### src/rtl/vertex_write_buffer_if.sv
// Upstream write port and downstream memory write port of the vertex write buffer.
interface vertex_write_buffer_if #(
    parameter int unsigned WIDTH = 32
);
    logic             wrEn;
    logic [WIDTH-1:0] wrAddr;
    logic [WIDTH-1:0] wrData;
    logic             stall;
    logic [WIDTH-1:0] memAddr;
    logic [WIDTH-1:0] memData;
    logic             memValid;
    logic             memReady;
    logic             idle;
    logic             overflow;
    logic             clearError;

    modport master (
        output wrEn, wrAddr, wrData, memReady, clearError,
        input  stall, memAddr, memData, memValid, idle, overflow
    );

    modport slave (
        input  wrEn, wrAddr, wrData, memReady, clearError,
        output stall, memAddr, memData, memValid, idle, overflow
    );
endinterface

### src/rtl/vertex_write_buffer.sv
// FIFO of {address, data} writes between the matrix processor datapath and memory,
// with early backpressure and a sticky overflow flag for dropped writes.
module vertex_write_buffer #(
    parameter int unsigned WIDTH       = 32,
    parameter int unsigned DEPTH       = 8,
    parameter int unsigned STALL_SLACK = 2
) (
    input logic                  clk,
    input logic                  rst_n,
    vertex_write_buffer_if.slave bus
);
    localparam int unsigned AW         = $clog2(DEPTH);
    localparam logic [AW:0] Full       = (AW + 1)'(DEPTH);
    localparam logic [AW:0] StallLevel = (AW + 1)'(DEPTH - STALL_SLACK);

    logic [AW-1:0]    rd_ptr_q, rd_ptr_d;
    logic [AW-1:0]    wr_ptr_q, wr_ptr_d;
    logic [AW:0]      count_q, count_d;
    logic             overflow_q, overflow_d;
    logic [WIDTH-1:0] addr_q [DEPTH];
    logic [WIDTH-1:0] data_q [DEPTH];
    logic             full, pop, push, drop;

    always_comb begin
        full = (count_q == Full);
        pop  = (count_q != '0) && bus.memReady;
        // A full buffer still takes a write when the head leaves in the same cycle.
        push = bus.wrEn && (!full || pop);
        drop = bus.wrEn && full && !pop;

        rd_ptr_d = rd_ptr_q + AW'(pop);
        wr_ptr_d = wr_ptr_q + AW'(push);

        count_d = count_q;
        case ({push, pop})
            2'b10:   count_d = count_q + 1'b1;
            2'b01:   count_d = count_q - 1'b1;
            default: count_d = count_q;
        endcase

        // A drop wins over a same-cycle clear so no lost write goes unreported.
        overflow_d = overflow_q;
        if (drop) begin
            overflow_d = 1'b1;
        end else if (bus.clearError) begin
            overflow_d = 1'b0;
        end
    end

    always_ff @(posedge clk) begin
        if (!rst_n) begin
            rd_ptr_q   <= '0;
            wr_ptr_q   <= '0;
            count_q    <= '0;
            overflow_q <= 1'b0;
        end else begin
            rd_ptr_q   <= rd_ptr_d;
            wr_ptr_q   <= wr_ptr_d;
            count_q    <= count_d;
            overflow_q <= overflow_d;
        end
    end

    // Entry storage is not reset; memValid only exposes slots that were written.
    always_ff @(posedge clk) begin
        if (push) begin
            addr_q[wr_ptr_q] <= bus.wrAddr;
            data_q[wr_ptr_q] <= bus.wrData;
        end
    end

    assign bus.memValid = (count_q != '0);
    assign bus.memAddr  = addr_q[rd_ptr_q];
    assign bus.memData  = data_q[rd_ptr_q];
    assign bus.stall    = (count_q >= StallLevel);
    assign bus.idle     = (count_q == '0);
    assign bus.overflow = overflow_q;
endmodule

### src/flat_wrapper.sv
// flat-port wrapper written by rule: the top's interface ports become plain ports
module vertex_write_buffer_flat 
#(
    parameter int unsigned WIDTH       = 32,
    parameter int unsigned DEPTH       = 8,
    parameter int unsigned STALL_SLACK = 2
)
  (clk, rst_n, bus_wrEn, bus_wrAddr, bus_wrData, bus_memReady, bus_clearError, bus_stall, bus_memAddr, bus_memData, bus_memValid, bus_idle, bus_overflow);
  vertex_write_buffer_if #(.WIDTH(WIDTH)) bus_i ();
  input logic clk;
  input logic rst_n;
  input wire logic [$bits(bus_i.wrEn)-1:0] bus_wrEn;
  input wire logic [$bits(bus_i.wrAddr)-1:0] bus_wrAddr;
  input wire logic [$bits(bus_i.wrData)-1:0] bus_wrData;
  input wire logic [$bits(bus_i.memReady)-1:0] bus_memReady;
  input wire logic [$bits(bus_i.clearError)-1:0] bus_clearError;
  output wire logic [$bits(bus_i.stall)-1:0] bus_stall;
  output wire logic [$bits(bus_i.memAddr)-1:0] bus_memAddr;
  output wire logic [$bits(bus_i.memData)-1:0] bus_memData;
  output wire logic [$bits(bus_i.memValid)-1:0] bus_memValid;
  output wire logic [$bits(bus_i.idle)-1:0] bus_idle;
  output wire logic [$bits(bus_i.overflow)-1:0] bus_overflow;
  assign bus_i.wrEn = bus_wrEn;
  assign bus_i.wrAddr = bus_wrAddr;
  assign bus_i.wrData = bus_wrData;
  assign bus_i.memReady = bus_memReady;
  assign bus_i.clearError = bus_clearError;
  assign bus_stall = bus_i.stall;
  assign bus_memAddr = bus_i.memAddr;
  assign bus_memData = bus_i.memData;
  assign bus_memValid = bus_i.memValid;
  assign bus_idle = bus_i.idle;
  assign bus_overflow = bus_i.overflow;
  vertex_write_buffer #(.WIDTH(WIDTH), .DEPTH(DEPTH), .STALL_SLACK(STALL_SLACK)) u_core (.clk(clk), .rst_n(rst_n), .bus(bus_i));
endmodule
### config.mk
export PLATFORM = sky130hd
export DESIGN_NAME = vertex_write_buffer_flat
export DESIGN_NICKNAME = d
export VERILOG_FILES = /design/src/rtl/vertex_write_buffer_if.sv /design/src/rtl/vertex_write_buffer.sv /design/src/flat_wrapper.sv
export SDC_FILE = /design/constraint.sdc
export NUM_CORES = 1
export LEC_CHECK = 0
export CAP_MARGIN = 20
export CORE_MARGIN = 3
export CORE_UTILIZATION = 29
export DETAILED_ROUTE_END_ITERATION = 7
export GPL_ROUTABILITY_DRIVEN = 0
export PLACE_DENSITY_LB_ADDON = 0.05
export SETUP_SLACK_MARGIN = 0.2
export SLEW_MARGIN = 15
export SYNTH_ARGS = -nofsm -noshare
export SYNTH_HDL_FRONTEND = slang
export SYNTH_SLANG_ARGS = --single-unit
### constraint.sdc
create_clock -name clk -period 7.32 [get_ports clk]
set_input_delay 2.196 -clock clk [delete_from_list [all_inputs] [get_ports clk]]
set_output_delay 2.196 -clock clk [all_outputs]
set_load 0.02 [all_outputs]
# Word level (Yosys, flattened, before mapping)
# Memories as Yosys holds them, arrays and structs flattened. A register that Yosys moved wholly into a read port is not among the register bits.
# Index checks and enable logic that the tools add are counted.
# W data, S select, Z words.
totals:
  rom_bits: 0
  latchBits: 0
  mem_count: 2
  ff_bits: 11
  word_cells: 32
  ram_bits: 512
  in_bits: 69
classes:
  n_div: 0
  multipliers: 0
  bitwise: 0
  eq_ne: 3
  order_cmp: 1
  mux: 7
  shift: 0
  n_addsub: 4
  reduce_logical: 11
memory_table:
  columns: ["name", "words", "width", "rd", "rd_ports_with_merged_regs", "wr", "line", "text"]
  rows:
  - ["u_core.addr_q", 8, 32, 1, 1, 1, "vertex_write_buffer.sv:20", "logic [WIDTH-1:0] addr_q [DEPTH];"]
  - ["u_core.data_q", 8, 32, 1, 1, 1, "vertex_write_buffer.sv:21", "logic [WIDTH-1:0] data_q [DEPTH];"]
ops:
  columns: ["operator", "count"]
  rows:
  - ["$pmux W4 S2", 1]
  - ["$add A3 B1 Y3", 2]
  - ["$mux W3", 2]
  - ["$add A4 B1 Y4 const B", 1]
  - ["$eq A4 B4 Y1 const B", 1]
  - ["$ge A4 B3 Y1 const B", 1]
  - ["$logic_and A1 B1 Y1", 4]
  - ["$logic_not A4 Y1", 1]
  - ["$mux W1", 4]
  - ["$reduce_bool A2 Y1", 2]
  - ["$reduce_bool A4 Y1", 1]
  - ["$sub A4 B1 Y4 const B", 1]
  - ["$eq A2 B1 Y1 const B", 1]
  - ["$eq A2 B2 Y1 const B", 1]
  - ["$logic_not A1 Y1", 2]
  - ["$logic_or A1 B1 Y1", 1]

# Depth between registers and ports, before layout
# Gate-level depths: netlist (run 1).
depth:
  depth_word: 6
  depth_mapped: 8
  ltp_nobuf: 7

# Worst setup path before layout (run 1)
# Ideal clock, no wire load.
synth_timing:
  path_type: "input to register"
  start: "input bus_wrEn"
  end: "memory u_core.addr_q[0][0], enable pin"
  arrival_ps: 7058
  path_buffers: 1
  path_slack_ps: -303
  stages: 4
  required_time_ps: 6755
  path_cell_list: "clkbuf_1 o21a_1 nand2b_1 nor3_1"
synth_between:
  elab_chain_cells: 3
synth_rtl:
  columns: ["item", "line", "text"]
  rows:
  - ["start, declared", "flat_wrapper.sv:12", "input wire logic [$bits(bus_i.wrEn)-1:0] bus_wrEn;"]
  - ["$logic_and A1 B1 Y1", "vertex_write_buffer.sv:28", "push = bus.wrEn && (!full || pop);"]
  - ["$mux W1", "vertex_write_buffer.sv:66", "if (push) begin"]
  - ["$mux W1 (not written as such)", "vertex_write_buffer.sv:67", "addr_q[wr_ptr_q] <= bus.wrAddr;"]
  - ["end, declared", "vertex_write_buffer.sv:20", null]
# Every way passes these cells.

==> results of run 1 <==
-- critical path, cell delays in order (launching register included) --
cell             delay [ps]
dfxtp_4                 950
buf_4                   470
mux4_2                  360
mux2_2                  310
clkdlybuf4s50_1         550
-- how the worst max path moves through the flow --
stage | startpoint | end | slack, ps
finish | u_core.rd_ptr_q[1]$_SDFF_PN0_ | bus_memAddr[5] | 1870
detailed placement | bus_memReady | u_core.data_q[3][0]$_DFFE_PP_ | 2290
global placement | bus_memReady | u_core.data_q[1][30]$_DFFE_PP_ | 2320
floorplan | bus_wrEn | u_core.addr_q[4][0]$_DFFE_PP_ | 1410
CTS | u_core.rd_ptr_q[0]$_SDFF_PN0_ | bus_memAddr[15] | 1750
global route | u_core.rd_ptr_q[0]$_SDFF_PN0_ | bus_memData[0] | 1640
-- synth_stat cells (2+ instances only) --
master      n  area, um2
nor2b_1     3       18.8
buf_1       9       33.8
xor2_1      4       35.0
buf_4       3       22.5
or3_1       2       12.5
nand2_1     4       15.0
mux4_2    128       2880
buf_6      12        135
dfxtp_1    11        220
clkbuf_1   11       41.3
nor2_1      9       33.8
ha_1        5       62.6
edfxtp_1  512      15400
buf_2       4       20.0
and2_1      7       43.8
nand2b_1    6       37.5
nor3_1      3       15.0
mux2_2     64        721
inv_1       2       7.51
a21oi_1     2       10.0
-- sequential cells by signal, indices dropped and copies added (netlist names) --
name                 flops
u_core.addr_q          256
u_core.bus.overflow      1
u_core.rd_ptr_q          3
u_core.data_q          256
u_core.count_q           4
u_core.wr_ptr_q          3
-- power by group through the flow --
stage / Clock (W) / Sequential [W] / Combinational, W
floorplan: 0 / 0.00346 / 0.00121
global placement: 0 / 0.00353 / 0.00175
detailed placement: 0 / 0.00353 / 0.00175
CTS: 0.00295 / 0.00347 / 0.00175
global route: 0.00308 / 0.00348 / 0.00183
finish: 0.00285 / 0.00346 / 0.00169
-- metrics by stage --
step / area, um2 / power [W] / util (%)
floorplan: 19900 / 0.00467 / -
global placement: 22400 / 0.00528 / 33.2
detailed placement: 22400 / 0.00528 / 33.2
CTS: 24300 / 0.00817 / 36.0
global route: 24300 / 0.00839 / 36.0
finish: 24300 / 0.00801 / 36.0
-- layout make-up --
| cell class | count | share of cell area, % |
|---|---|---|
| flip-flops and latches | 523 | 64.2 |
| inverters | 2 | 0.0309 |
| diodes | 3 | 0.0309 |
| clock buffers | 69 | 6.23 |
| clock inverters | 38 | 1.45 |
| repair buffers | 155 | 6.65 |
| multi-input cells | 253 | 16.9 |
| well taps | 873 | 4.49 |
-- metal layers --
metal,up-vias,global-route usage [%],wire length (um)
li1,3848,-,-
met1,4685,17.4,20500
met2,149,21.0,22100
met4,6,3.07,714
met5,-,0,34
met3,62,3.09,2050
-- cells by family after synthesis --
kind of cell             Yosys count
buffers and inverters             41
AO/OA/AOI/OAI                      9
XOR/XNOR                           5
adder cells (fa/ha/maj)            5
flip-flops                       523
AND/OR/NAND/NOR                   41
multiplexers                     193
==> run metrics, run 1 <==
Switching Share 25.1%; FMAX 183 MHz; chip width 268 um; clock tree buffer depth 3; cells after synthesis 817; pre-CTS WS 2290 ps; initial antenna violation count 5; Startpoint Class flip-flop; Pint 0.00599 W; clock share of power between 30% and 40%; CTS tree done; # IOs between 100 and 150; largest net degree at the start of global routing 58; post-route setup TNS 0 ps; hold path startpoint u_core.wr_ptr_q[0]$_SDFF_PN0_; vias per inst 4.57; Fill cells 6214; DIE AREA about 72000 um2; largest family of logic cells by synthesized area multiplexers; grt total ovfl 0; CTS Hold Bufs 0; worst hold margin 607 ps; initial core utilization 29.5%; Setup WS post-layout 1870 ps; R2R setup slack 4510 ps; num rows between 90 and 100; simple-gate portion of the synthesized area 1.24%; CTS Buf Count 57; peak supply drop 0.000160 V; core region area 67500 um2; ys flop type edfxtp_1; Netlist cell types 36; shortest period the worst path allows ~5500 ps; commonest non-fill, non-tap cell in the layout edfxtp_1; PortBufs 136; DRC Markers 0; most frequent cells in the layout 512 x edfxtp_1, 136 x clkdlybuf4s50_1, 128 x mux4_2; Synth Area in Adders 0.314%; Flop pwr share 43.3%; routed vias 8750; complex-gate fraction of the synthesized area 0.365%; worst r2r dst u_core.data_q[3][0]$_DFFE_PP_; Reg clk slew, reported paths approximately 60 ps; area taken by multi-input logic gates 4110 um2; status completed; total of max-cap violations 0; final hold vios 0; Skew-Pair Late Insertion Delay slightly above 600 ps; drt initial violations 460; setup bufs post-CTS 0; RSZ-0062 raised after global routing no; sequential cell area 15600 um2; Synth Area in XOR/XNOR 0.220%; Final Non-Filler Cells approximately 1900; post-synthesis sequential element count 523; CTS root buf clkbuf_16; R2R cell count 5; first-pass GRT wire length 66.9 mm; hold path cells 2; CTS sink cnt 523; H-Tree Level Count 2; worst min-delay path category reg2reg; ANT nets after route 0; Chip Height 268 um; critical path arrival ~3300 ps; Power Dens Cells between 300 and 400 nW/um2; Post-Route WL 45.4 mm; post-synthesis sequential area ratio 78.4%; syn avg cell area around 24 um2; LEAKAGE between 7 and 8 nW; gr usage total 12.8%; combinational share of power 21.1%; Slew Viols, Final 0; Slew Limit Headroom 33.4%; share of cells above drive strength 1 29.8%; worst slew pin tran around 1000 ps; asr flop ratio synth 0%; synth warn 0; syn_nets 891; Post-Place Cells between 1500 and 2000; Setup Crit Path Kind reg2out; Final period util 74.5%; P_sw 0.00201 W; drt pass-1 iters 4; CTS resizes 0; crit-path max FO 51; EDFF count, synth 512; Area Overhead vs Synth 22.2%; element type at the critical path end output pin; nets 1066; r2r startpoint u_core.count_q[1]$_SDFFE_PN0P_; DR WL/cell 23.7 um; post-synthesis mux area share a little under a fifth; Cell Area, Synth 19900 um2; number of global-route vias before repair 9637; skew final 26.1 ps; CP Data Required Time 5120 ps; post-DP HPWL 24.2 mm; # setup viols final 0; Worst Hold Path EP u_core.wr_ptr_q[0]$_SDFF_PN0_
No activity file was read; power rests on OpenSTA's default activity.
==> run 2: changes to the inputs <==
==> constraint.sdc (replaced) <==
create_clock -name clk -period 4.95 [get_ports clk]
set_input_delay 1.485 -clock clk [delete_from_list [all_inputs] [get_ports clk]]
set_output_delay 1.485 -clock clk [all_outputs]
set_load 0.02 [all_outputs]
==> run 2 against run 1 <==
Effect of this change: first-iteration DRC count down 7.8%; critical endpoint is now bus_memData[2]; global-route usage about the same; critical path depth unchanged; clock skew up 2.2 ps; cell count down 0.10%; critical path type unchanged; sequential share of layout area down 0.36 points; non-clock buffer count up 6; clock power up 51%; worst hold slack better by 1.7 ps; largest cell class unchanged; count of clock-buffer cells in the layout up 3; setup slack worse by 1500 ps.
==> run metrics, run 2 (synthesis results as in run 1) <==
CTS tree done (unchanged); CP Data Required Time 3460 ps (was 5120 ps); H-Tree Level Count 2 (unchanged); shortest period the worst path allows roughly 4500 ps; Slew Limit Headroom 53.4% (was 33.4%); Largest regs u_core.addr_q: 256 flops, u_core.data_q: 256 flops, u_core.count_q: 4 flops (unchanged); FMAX 220 MHz; Setup Crit Path Kind reg2out (unchanged); met2 routed WL 22.2 mm (was 22.1 mm); total of max-cap violations 0 (unchanged); CTS Hold Bufs 0 (unchanged); peak supply drop 0.000251 V (was 0.000160 V); WP buf/inv 2 (unchanged); Post-Place Cells 1812 (was 1806); number of global-route vias before repair 9733 (was 9637); clock tree buffer depth 3 (unchanged); most frequent cells in the layout 512 x edfxtp_1, 136 x clkdlybuf4s50_1, 128 x mux4_2 (unchanged); core region area 67500 um2 (unchanged); routed wl met3 1.88 mm (was 2.05 mm); Switching Share 24.6% (was 25.1%); Skew-Pair Late Insertion Delay 600 ps (was 610 ps); final hold vios 0 (unchanged); gr usage total 12.9% (was 12.8%); uppermost layer routed met5 (unchanged); Reg clk slew, reported paths 60 ps (about the same); initial core utilization 29.5% (unchanged); PortBufs 136 (unchanged); DRC Markers 0 (unchanged); num rows 95 (unchanged); Worst path max stage delay 640 ps (was 950 ps); DIE AREA 71800 um2 (unchanged); skew final 28.3 ps (was 26.1 ps); setup bufs post-CTS 0 (unchanged); worst slew pin tran 699 ps (was 996 ps); Layout Utilization 36.2% (was 36.0%); ANT nets after route 0 (unchanged); crit-path max FO 37 (was 51); CTS root buf clkbuf_16 (unchanged); element type at the critical path end output pin (unchanged); Power Dens Cells 489 nW/um2 (was 329 nW/um2); worst min-delay path category reg2reg (unchanged); Slew Viols, Final 0 (unchanged); first-pass GRT wire length 67.0 mm (was 66.9 mm); CP max-delay cell clkdlybuf4s50_1 (was dfxtp_4); # setup viols final 0 (unchanged); combinational share of power 21.2% (was 21.1%); status completed (unchanged); Final Non-Filler Cells 1914 (was 1916); CTS sink cnt 523 (unchanged); Chip Height 268 um (unchanged); Final period util 91.9%; M1 WL 20.6 mm (was 20.5 mm); LEAKAGE 7.46 nW (was 7.43 nW); CTS Buf Count 58 (was 57); # IOs 137 (unchanged); commonest non-fill, non-tap cell in the layout edfxtp_1 (unchanged); DR WL/cell 23.7 um (about the same); finished layout cell area 24400 um2 (was 24300 um2); nets 1073 (was 1066); post-route setup TNS 0 ps (unchanged); P_sw 0.00295 W (was 0.00201 W); top cell family by delay on the critical path buffers and inverters (unchanged); Area Overhead vs Synth 22.9% (was 22.2%); initial antenna violation count 2 (was 5); grt total ovfl 0 (unchanged); largest net degree at the start of global routing 57 (was 58); clock share of power 36.1% (was 35.6%); Pint 0.00901 W (was 0.00599 W); drt initial violations 424 (was 460); chip width 268 um (unchanged); dpl cell area 22500 um2 (was 22400 um2); Post-Route WL 45.4 mm (about the same); worst-path cell chain buf_12 -> mux4_2 -> mux2_2 -> clkdlybuf4s50_1 (was buf_4 -> mux4_2 -> mux2_2 -> clkdlybuf4s50_1); vias per inst 4.59 (was 4.57); post-DP HPWL 23.4 mm (was 24.2 mm); Startpoint Class flip-flop (unchanged); routed vias 8782 (was 8750); CTS resizes 0 (unchanged); critical path arrival 3060 ps (was 3260 ps); RSZ-0062 raised after global routing no (unchanged); drt pass-1 iters 4 (unchanged); Flop pwr share 42.8% (was 43.3%); share of cells above drive strength 1 29.7% (was 29.8%)
[run 2: area by class of cell]
class | instances | area (um2)
antenna | 1 | 2.50
timing repair buffer | 161 | 1720
clock inverter | 29 | 399
sequential | 523 | 15600
fill | 6197 | 43100
clock buffer | 72 | 1500
inverter | 2 | 7.51
multi-input combinational | 253 | 4110
tap | 873 | 1090
[run 2: power groups by stage]
stage | sequential [W] | clock (W) | combinational [W]
final | 0.00512 | 0.00431 | 0.00253
after global routing | 0.00514 | 0.00467 | 0.00274
after CTS | 0.00513 | 0.00448 | 0.00262
after detailed placement | 0.00522 | 0 | 0.00261
after global placement | 0.00522 | 0 | 0.00261
after floorplan | 0.00512 | 0 | 0.00179
[run 2: routing by layer]
layer	global-route usage, %	up-vias
li1	-	3847
met1	17.3	4729
met2	21.4	147
met3	2.83	57
met4	3.08	2
met5	0	-
[run 2: worst register-to-register path: cells and delay by family (launching register included)]
| kind | cells | cell delay, ps |
|---|---|---|
| AO/OA/AOI/OAI | 1 | 220 |
| buffers and inverters | 1 | 330 |
| AND/OR/NAND/NOR | 3 | 1070 |
| flip-flops | 1 | 580 |
[run 2: final timing paths]
kind                                       start  slack [ps]                              to  cells after the start
setup / recovery   u_core.rd_ptr_q[0]$_SDFF_PN0_         400                  bus_memData[2]                      4
hold / removal     u_core.wr_ptr_q[0]$_SDFF_PN0_         610   u_core.wr_ptr_q[0]$_SDFF_PN0_                      2
setup reg to reg  u_core.count_q[1]$_SDFFE_PN0P_        2440  u_core.data_q[5][15]$_DFFE_PP_                      5
hold reg to reg    u_core.wr_ptr_q[0]$_SDFF_PN0_         610   u_core.wr_ptr_q[0]$_SDFF_PN0_                      2
[run 2: stage by stage]
step                power (W)  hold slack, ps  setup slack [ps]
floorplan             0.00691             571              -245
global placement      0.00783             595               932
detailed placement    0.00783             598               920
CTS                    0.0122             612               265
global route           0.0125             627               209
finish                 0.0120             609               403
